$ cat config.mk
export PLATFORM = sky130hd
export DESIGN_NAME = shift_deserializer
export DESIGN_NICKNAME = d
export VERILOG_FILES = /design/src/rtl/shift_pkg.sv /design/src/rtl/shift_deserializer_bit_counter.sv /design/src/rtl/shift_deserializer.sv
export SDC_FILE = /design/constraint.sdc
export NUM_CORES = 1
export LEC_CHECK = 0
export BUFFER_PORTS_ARGS = -buffer_cell sky130_fd_sc_hd__buf_2
export CORE_MARGIN = 2
export CORE_UTILIZATION = 45
export DETAILED_ROUTE_END_ITERATION = 16
export PLACE_DENSITY = 0.71
export SLEW_MARGIN = 20
export SYNTH_ARGS = -nofsm -noshare
export SYNTH_HDL_FRONTEND = slang
export SYNTH_SLANG_ARGS = --single-unit
$ cat constraint.sdc
create_clock -name clk -period 1.92 [get_ports clk]
set_clock_uncertainty 0.15 [all_clocks]
set_input_delay 0.288 -clock clk [delete_from_list [all_inputs] [get_ports clk]]
set_output_delay 0.288 -clock clk [all_outputs]
set_load 0.02 [all_outputs]
$ cat src/rtl/shift_pkg.sv
// Shared types for the serial shift datapath (deserializer today, serializer later).
package shift_pkg;

    typedef enum logic {COLLECT = 1'b0, STALL = 1'b1} deser_state_t;

    typedef enum logic {MSB_FIRST = 1'b0, LSB_FIRST = 1'b1} bit_order_t;

    localparam int DEFAULT_WIDTH = 8;

endpackage

$ cat src/rtl/shift_deserializer_bit_counter.sv
// Wrapping bit counter: counts accepted bits and flags the last position of a frame.
module bit_counter #(
    parameter int CNT_W = 3
) (
    input  logic             clk,
    input  logic             clear,
    input  logic             inc,
    input  logic [CNT_W-1:0] wrap_val,
    output logic [CNT_W-1:0] count,
    output logic             terminal
);

    logic [CNT_W-1:0] count_q;
    logic [CNT_W-1:0] count_d;

    // Next count: advance on inc, return to zero after the wrap value.
    always_comb begin
        count_d = count_q;
        if (inc) begin
            if (count_q == wrap_val) begin
                count_d = {CNT_W{1'b0}};
            end else begin
                count_d = count_q + CNT_W'(1);
            end
        end else begin
            count_d = count_q;
        end
    end

    // Count register.
    always_ff @(posedge clk or posedge clear) begin
        if (clear) begin
            count_q <= {CNT_W{1'b0}};
        end else begin
            count_q <= count_d;
        end
    end

    assign count    = count_q;
    assign terminal = (count_q == wrap_val);

endmodule

$ cat src/rtl/shift_deserializer.sv
// Serial-to-parallel receiver with a single-entry output buffer.
// Define SHIFT_DESER_PARITY_EN to append an even-parity bit to each frame and expose parity_err.
module shift_deserializer
    import shift_pkg::*;
#(
    parameter int WIDTH = DEFAULT_WIDTH
) (
    input  logic             clk,
    input  logic             clear,
    input  logic             in_valid,
    input  logic             in_bit,
    output logic             in_ready,
    input  logic             lsb_first,
    output logic             out_valid,
    output logic [WIDTH-1:0] out_data,
    input  logic             out_ready,
    output logic             overflow
`ifdef SHIFT_DESER_PARITY_EN
    ,
    output logic             parity_err
`endif
);

`ifdef SHIFT_DESER_PARITY_EN
    localparam int CNT_W      = $clog2(WIDTH + 1);
    localparam int FRAME_LAST = WIDTH;
`else
    localparam int CNT_W      = $clog2(WIDTH);
    localparam int FRAME_LAST = WIDTH - 1;
`endif
    localparam logic [CNT_W-1:0] LAST_IDX = CNT_W'(FRAME_LAST);

    deser_state_t     state_q, state_d;
    logic [WIDTH-1:0] shreg_q, shreg_d;
    logic [WIDTH-1:0] out_data_q, out_data_d;
    logic             out_valid_q, out_valid_d;
    logic             overflow_q, overflow_d;
    logic             dir_lat_q, dir_lat_d;
`ifdef SHIFT_DESER_PARITY_EN
    logic             parity_err_q, parity_err_d;
`endif

    logic [CNT_W-1:0] count_s;
    logic             terminal_s;
    logic             accept_s;
    logic             stall_s;
    logic             dir_s;
    logic [WIDTH-1:0] shifted_s;

    bit_counter #(
        .CNT_W(CNT_W)
    ) u_cnt (
        .clk      (clk),
        .clear    (clear),
        .inc      (accept_s),
        .wrap_val (LAST_IDX),
        .count    (count_s),
        .terminal (terminal_s)
    );

    assign stall_s  = terminal_s && out_valid_q && !out_ready;
    assign accept_s = in_valid && in_ready;

    // Ready: while stalled, only a draining consumer frees the last frame slot.
    always_comb begin
        if (state_q == STALL) begin
            in_ready = out_ready;
        end else begin
            in_ready = !stall_s;
        end
    end

    // Bit order is sampled on the first bit so mid-word changes cannot corrupt a word.
    always_comb begin
        if (count_s == {CNT_W{1'b0}}) begin
            dir_s = lsb_first;
        end else begin
            dir_s = dir_lat_q;
        end
        if (dir_s == LSB_FIRST) begin
            shifted_s = {in_bit, shreg_q[WIDTH-1:1]};
        end else begin
            shifted_s = {shreg_q[WIDTH-2:0], in_bit};
        end
    end

    // Next-state for shift register, output buffer, FSM and sticky overflow.
    always_comb begin
        state_d     = stall_s ? STALL : COLLECT;
        shreg_d     = shreg_q;
        out_data_d  = out_data_q;
        out_valid_d = out_valid_q;
        dir_lat_d   = dir_lat_q;
        overflow_d  = overflow_q | (in_valid & ~in_ready);
`ifdef SHIFT_DESER_PARITY_EN
        parity_err_d = parity_err_q;
`endif

        if (accept_s && (count_s == {CNT_W{1'b0}})) begin
            dir_lat_d = lsb_first;
        end else begin
            dir_lat_d = dir_lat_q;
        end

`ifdef SHIFT_DESER_PARITY_EN
        if (accept_s && !terminal_s) begin
            shreg_d = shifted_s;
        end else begin
            shreg_d = shreg_q;
        end
        if (accept_s && terminal_s) begin
            out_data_d   = shreg_q;
            parity_err_d = (^shreg_q) ^ in_bit;
            out_valid_d  = 1'b1;
        end else if (out_valid_q && out_ready) begin
            out_valid_d = 1'b0;
        end else begin
            out_valid_d = out_valid_q;
        end
`else
        if (accept_s) begin
            shreg_d = shifted_s;
        end else begin
            shreg_d = shreg_q;
        end
        if (accept_s && terminal_s) begin
            out_data_d  = shifted_s;
            out_valid_d = 1'b1;
        end else if (out_valid_q && out_ready) begin
            out_valid_d = 1'b0;
        end else begin
            out_valid_d = out_valid_q;
        end
`endif
    end

    // State registers.
    always_ff @(posedge clk or posedge clear) begin
        if (clear) begin
            state_q     <= COLLECT;
            shreg_q     <= {WIDTH{1'b0}};
            out_data_q  <= {WIDTH{1'b0}};
            out_valid_q <= 1'b0;
            overflow_q  <= 1'b0;
            dir_lat_q   <= 1'b0;
`ifdef SHIFT_DESER_PARITY_EN
            parity_err_q <= 1'b0;
`endif
        end else begin
            state_q     <= state_d;
            shreg_q     <= shreg_d;
            out_data_q  <= out_data_d;
            out_valid_q <= out_valid_d;
            overflow_q  <= overflow_d;
            dir_lat_q   <= dir_lat_d;
`ifdef SHIFT_DESER_PARITY_EN
            parity_err_q <= parity_err_d;
`endif
        end
    end

    assign out_valid = out_valid_q;
    assign out_data  = out_data_q;
    assign overflow  = overflow_q;
`ifdef SHIFT_DESER_PARITY_EN
    assign parity_err = parity_err_q;
`endif

endmodule

==> key figures <==
Placement
  – PortBufs: 16
  – Dpl hpwl: 1.343 mm
  – GPL Wtd Cong: between 0.7 and 0.8
  – Post-place instance area: 1160 µm²

Timing
  – Period utilization: 100.8%
  – Actual slew at the worst max-slew pin: 0.4202 ns
  – RSZ-0062 raised after global routing: yes
  – Fmax: 516.9 MHz
  – Slew margin rel.: 71.99%
  – Final hold viol count: 0
  – # setup viols final: 5
  – Post-route setup slack: -0.01459 ns
  – Setup TNS: -0.03193 ns
  – Final max-slew violation count: 0
  – Min Tclk post-route: 1.935 ns

Global route
  – Vias in the first global route: 730
  – Antenna violations before repair: 0
  – GRT Util Overall: 16.99%
  – First-pass GRT wire length: roughly 3.2 mm
  – Remaining Overflow, GRT: 0
  – Pin count of the biggest net entering global routing: 24

Synth
  – Yosys warns: 0
  – Post-Syn Area: 1015 µm²
  – Top cell type by total area after synthesis: dfrtp_1
  – Synth top area cells: dfrtp_1, mux2i_1, a21oi_1
  – Post-Syn Instances: 93
  – Top FF cell, synth: dfrtp_1
  – Mean Syn Cell Area: 10.91 µm²
  – Most numerous cell in the Yosys netlist: dfrtp_1
  – Ys async rst share: 100.0%
  – Post-synth EDFFs: 0
  – Seq/Total Area, Yosys: 56.72%
  – Most frequent cells after synthesis: dfrtp_1, nor2_1, a21oi_1, nand2_1, o21ai_1
  – Synth Register Bits: 23
  – Synth top area share: 56.72%
  – Net Count, Synth: about 100
  – Netlist cell types: 19

Worst setup path
  – FF-to-FF End: out_data[5]
  – Setup crit start kind: flop
  – WP data arrival: 1.99 ns
  – WP data required: 1.97 ns
  – Crit. Startpoint: u_cnt.count[0]
  – Capture point of the worst path: out_data[5]
  – Launch point of the worst reg-to-reg path: u_cnt.count[0]
  – Top delay family on crit path: multiplexers
  – R2r setup slk: -0.01 ns
  – Crit-path most repeated cell: mux2i_4
  – Crit path kind: reg -> reg
  – R2R depth: 8
  – Worst Path Buf+Inv: 3
  – CP cell instances: buf_6, inv_4, ha_4, nor2b_4, mux2i_4, buf_12, mux2i_4, a21oi_2
  – Max incr delay on CP: 0.43 ns
  – Crit path capture type: flop
  – Critical Path Stages: 8
  – Peak fanout along the critical path: 8
  – Max stage delay cell, worst path: dfrtp_1

Cells and area
  – Fillers: 183
  – Fin area: between 1000 and 1500 µm²
  – Footprint of the multi-input gates: 550.5 µm²
  – P&R area growth vs syn: 36.87%
  – Nets: 129
  – Layout cells sized above 1: roughly 47%
  – Diode count: 0
  – Reg area: around 580 µm²

Die
  – Core Region: 2170 µm²
  – Initial Util: 46.77%
  – Die footprint: 2651 µm²
  – # IOs: 17
  – Die extent in y: 51.49 µm
  – Site row count: 17
  – Die W: 51.49 µm

Power
  – Worst vdd ir: 1.069 mV
  – Pwr Density: 1673 nW/µm²
  – Lkg Pwr: between 0.0006 and 0.0007 µW
  – Net Sw Power: 932.2 µW
  – Sequential power share: 39.0%
  – Clock power share: 9.9%
  – Sw Ratio: 40.13%
  – Power, Total: 2323 µW
  – Comb pwr share: 51.1%
  – Int Power: 1391 µW

Clock network
  – H-tree depth: 1
  – Clock latency on the worst-skew pair: 0.31 ns
  – Clock-pin slew on the worst setup and hold paths: 0.12 ns
  – Root Buffer: clkbuf_4
  – # clock sinks: 23
  – CTS tree: done
  – CTS buffer count: 3
  – Clock Tree Buf Depth: 2

Routing
  – Antenna Nets Post-Route: 0
  – Total number of vias: 739
  – Drt total wl: a little over 2 mm
  – 1st-iter DRT viols: 9
  – Drt pass-1 iters: 4
  – Via density: about 5
  – DRC Markers: 0
  – Drt wl/cell: ~14 µm

Min path
  – Hold crit path type: in -> reg

Job
  – Max-Cap Viols: 0

Run status
  – Status: finished, violations left
  – Violated checks: setup timing
[per-stage QoR]
| step | util (%) | instances | setup WS (ns) | hold WS [ns] |
|---|---|---|---|---|
| floorplan | - | 93 | 0.0004995 | 0.1399 |
| global placement | 53.46 | 138 | 0.08217 | 0.1860 |
| detailed placement | 53.46 | 138 | 0.02438 | 0.1958 |
| CTS | 60.27 | 146 | -0.01156 | 0.06049 |
| global route | 64.01 | 147 | -0.08899 | 0.06286 |
| finish | 64.01 | 147 | -0.01459 | 0.06582 |
[power groups by stage]
stage | clock network [µW] | registers [µW] | logic [µW]
floorplan | 0 | 951 | 459
global placement | 0 | 838 | 818
detailed placement | 0 | 849 | 853
CTS | 232 | 877 | 1050
global route | 252 | 934 | 1280
finish | 230 | 905 | 1190
[state kept, by name, summed over array words and instances, names as in the netlist]
register	cells
overflow	1
u_cnt.count	3
out_valid	1
dir_lat_q	1
shreg_q	8
state_q	1
out_data	8
[layer usage]
metal | wire length, µm | GRT usage, %
met1 | 870 | 19.22
met2 | 1030 | 28.21
met3 | 82 | 3.801
met4 | 61 | 11.84
met5 | 0 | 0
[cell type report]
| type | instances | share of cell area [%] |
|---|---|---|
| flip-flops and latches | 23 | 41.44 |
| inverters | 5 | 1.532 |
| clock buffers | 4 | 1.892 |
| multi-input cells | 61 | 39.64 |
| repair buffers | 26 | 12.97 |
| well taps | 28 | 2.523 |
[repair_timing]
item,in CTS,in global routing
cloned,0,0
hold endpoints to repair,23,0
pin swaps,4,9
hold buffers,1,0
setup buffers,3,1
gates resized for setup,19,16
setup endpoints to repair,1,17
[cell usage in the layout, fill, tap and decap left out, drive strengths merged, types with 3 or more instances in the layout]
master  netlist  layout
inv           5       5
a21o          3       3
a21oi         9       9
clkbuf        0       4
nand2         9       9
buf           4      25
ha            3       3
o21ai        10      10
dfrtp        23      23
nor2         10      10
mux2i         9       9
[logic make-up after synthesis]
group           count (synthesis)  share of synthesized area (%)
compound gates                 23                          12.58
fa+ha+maj                       3                          3.700
buf+inv                         9                          3.823
flops                          23                          56.72
mux                            11                          12.33
simple gates                   24                          10.85
[worst min path at each step]
| stage | from | to | slack [ns] | cells after the start |
|---|---|---|---|---|
| floorplan | clear | dir_lat_q | 0.14 | 1 |
| global placement | clear | out_data[6] | 0.19 | 3 |
| detailed placement | clear | out_data[5] | 0.20 | 3 |
| CTS | in_valid | overflow | 0.06 | 2 |
| global route | in_valid | overflow | 0.06 | 2 |
| finish | in_valid | overflow | 0.07 | 2 |
No activity file was read; power rests on OpenSTA's default activity.
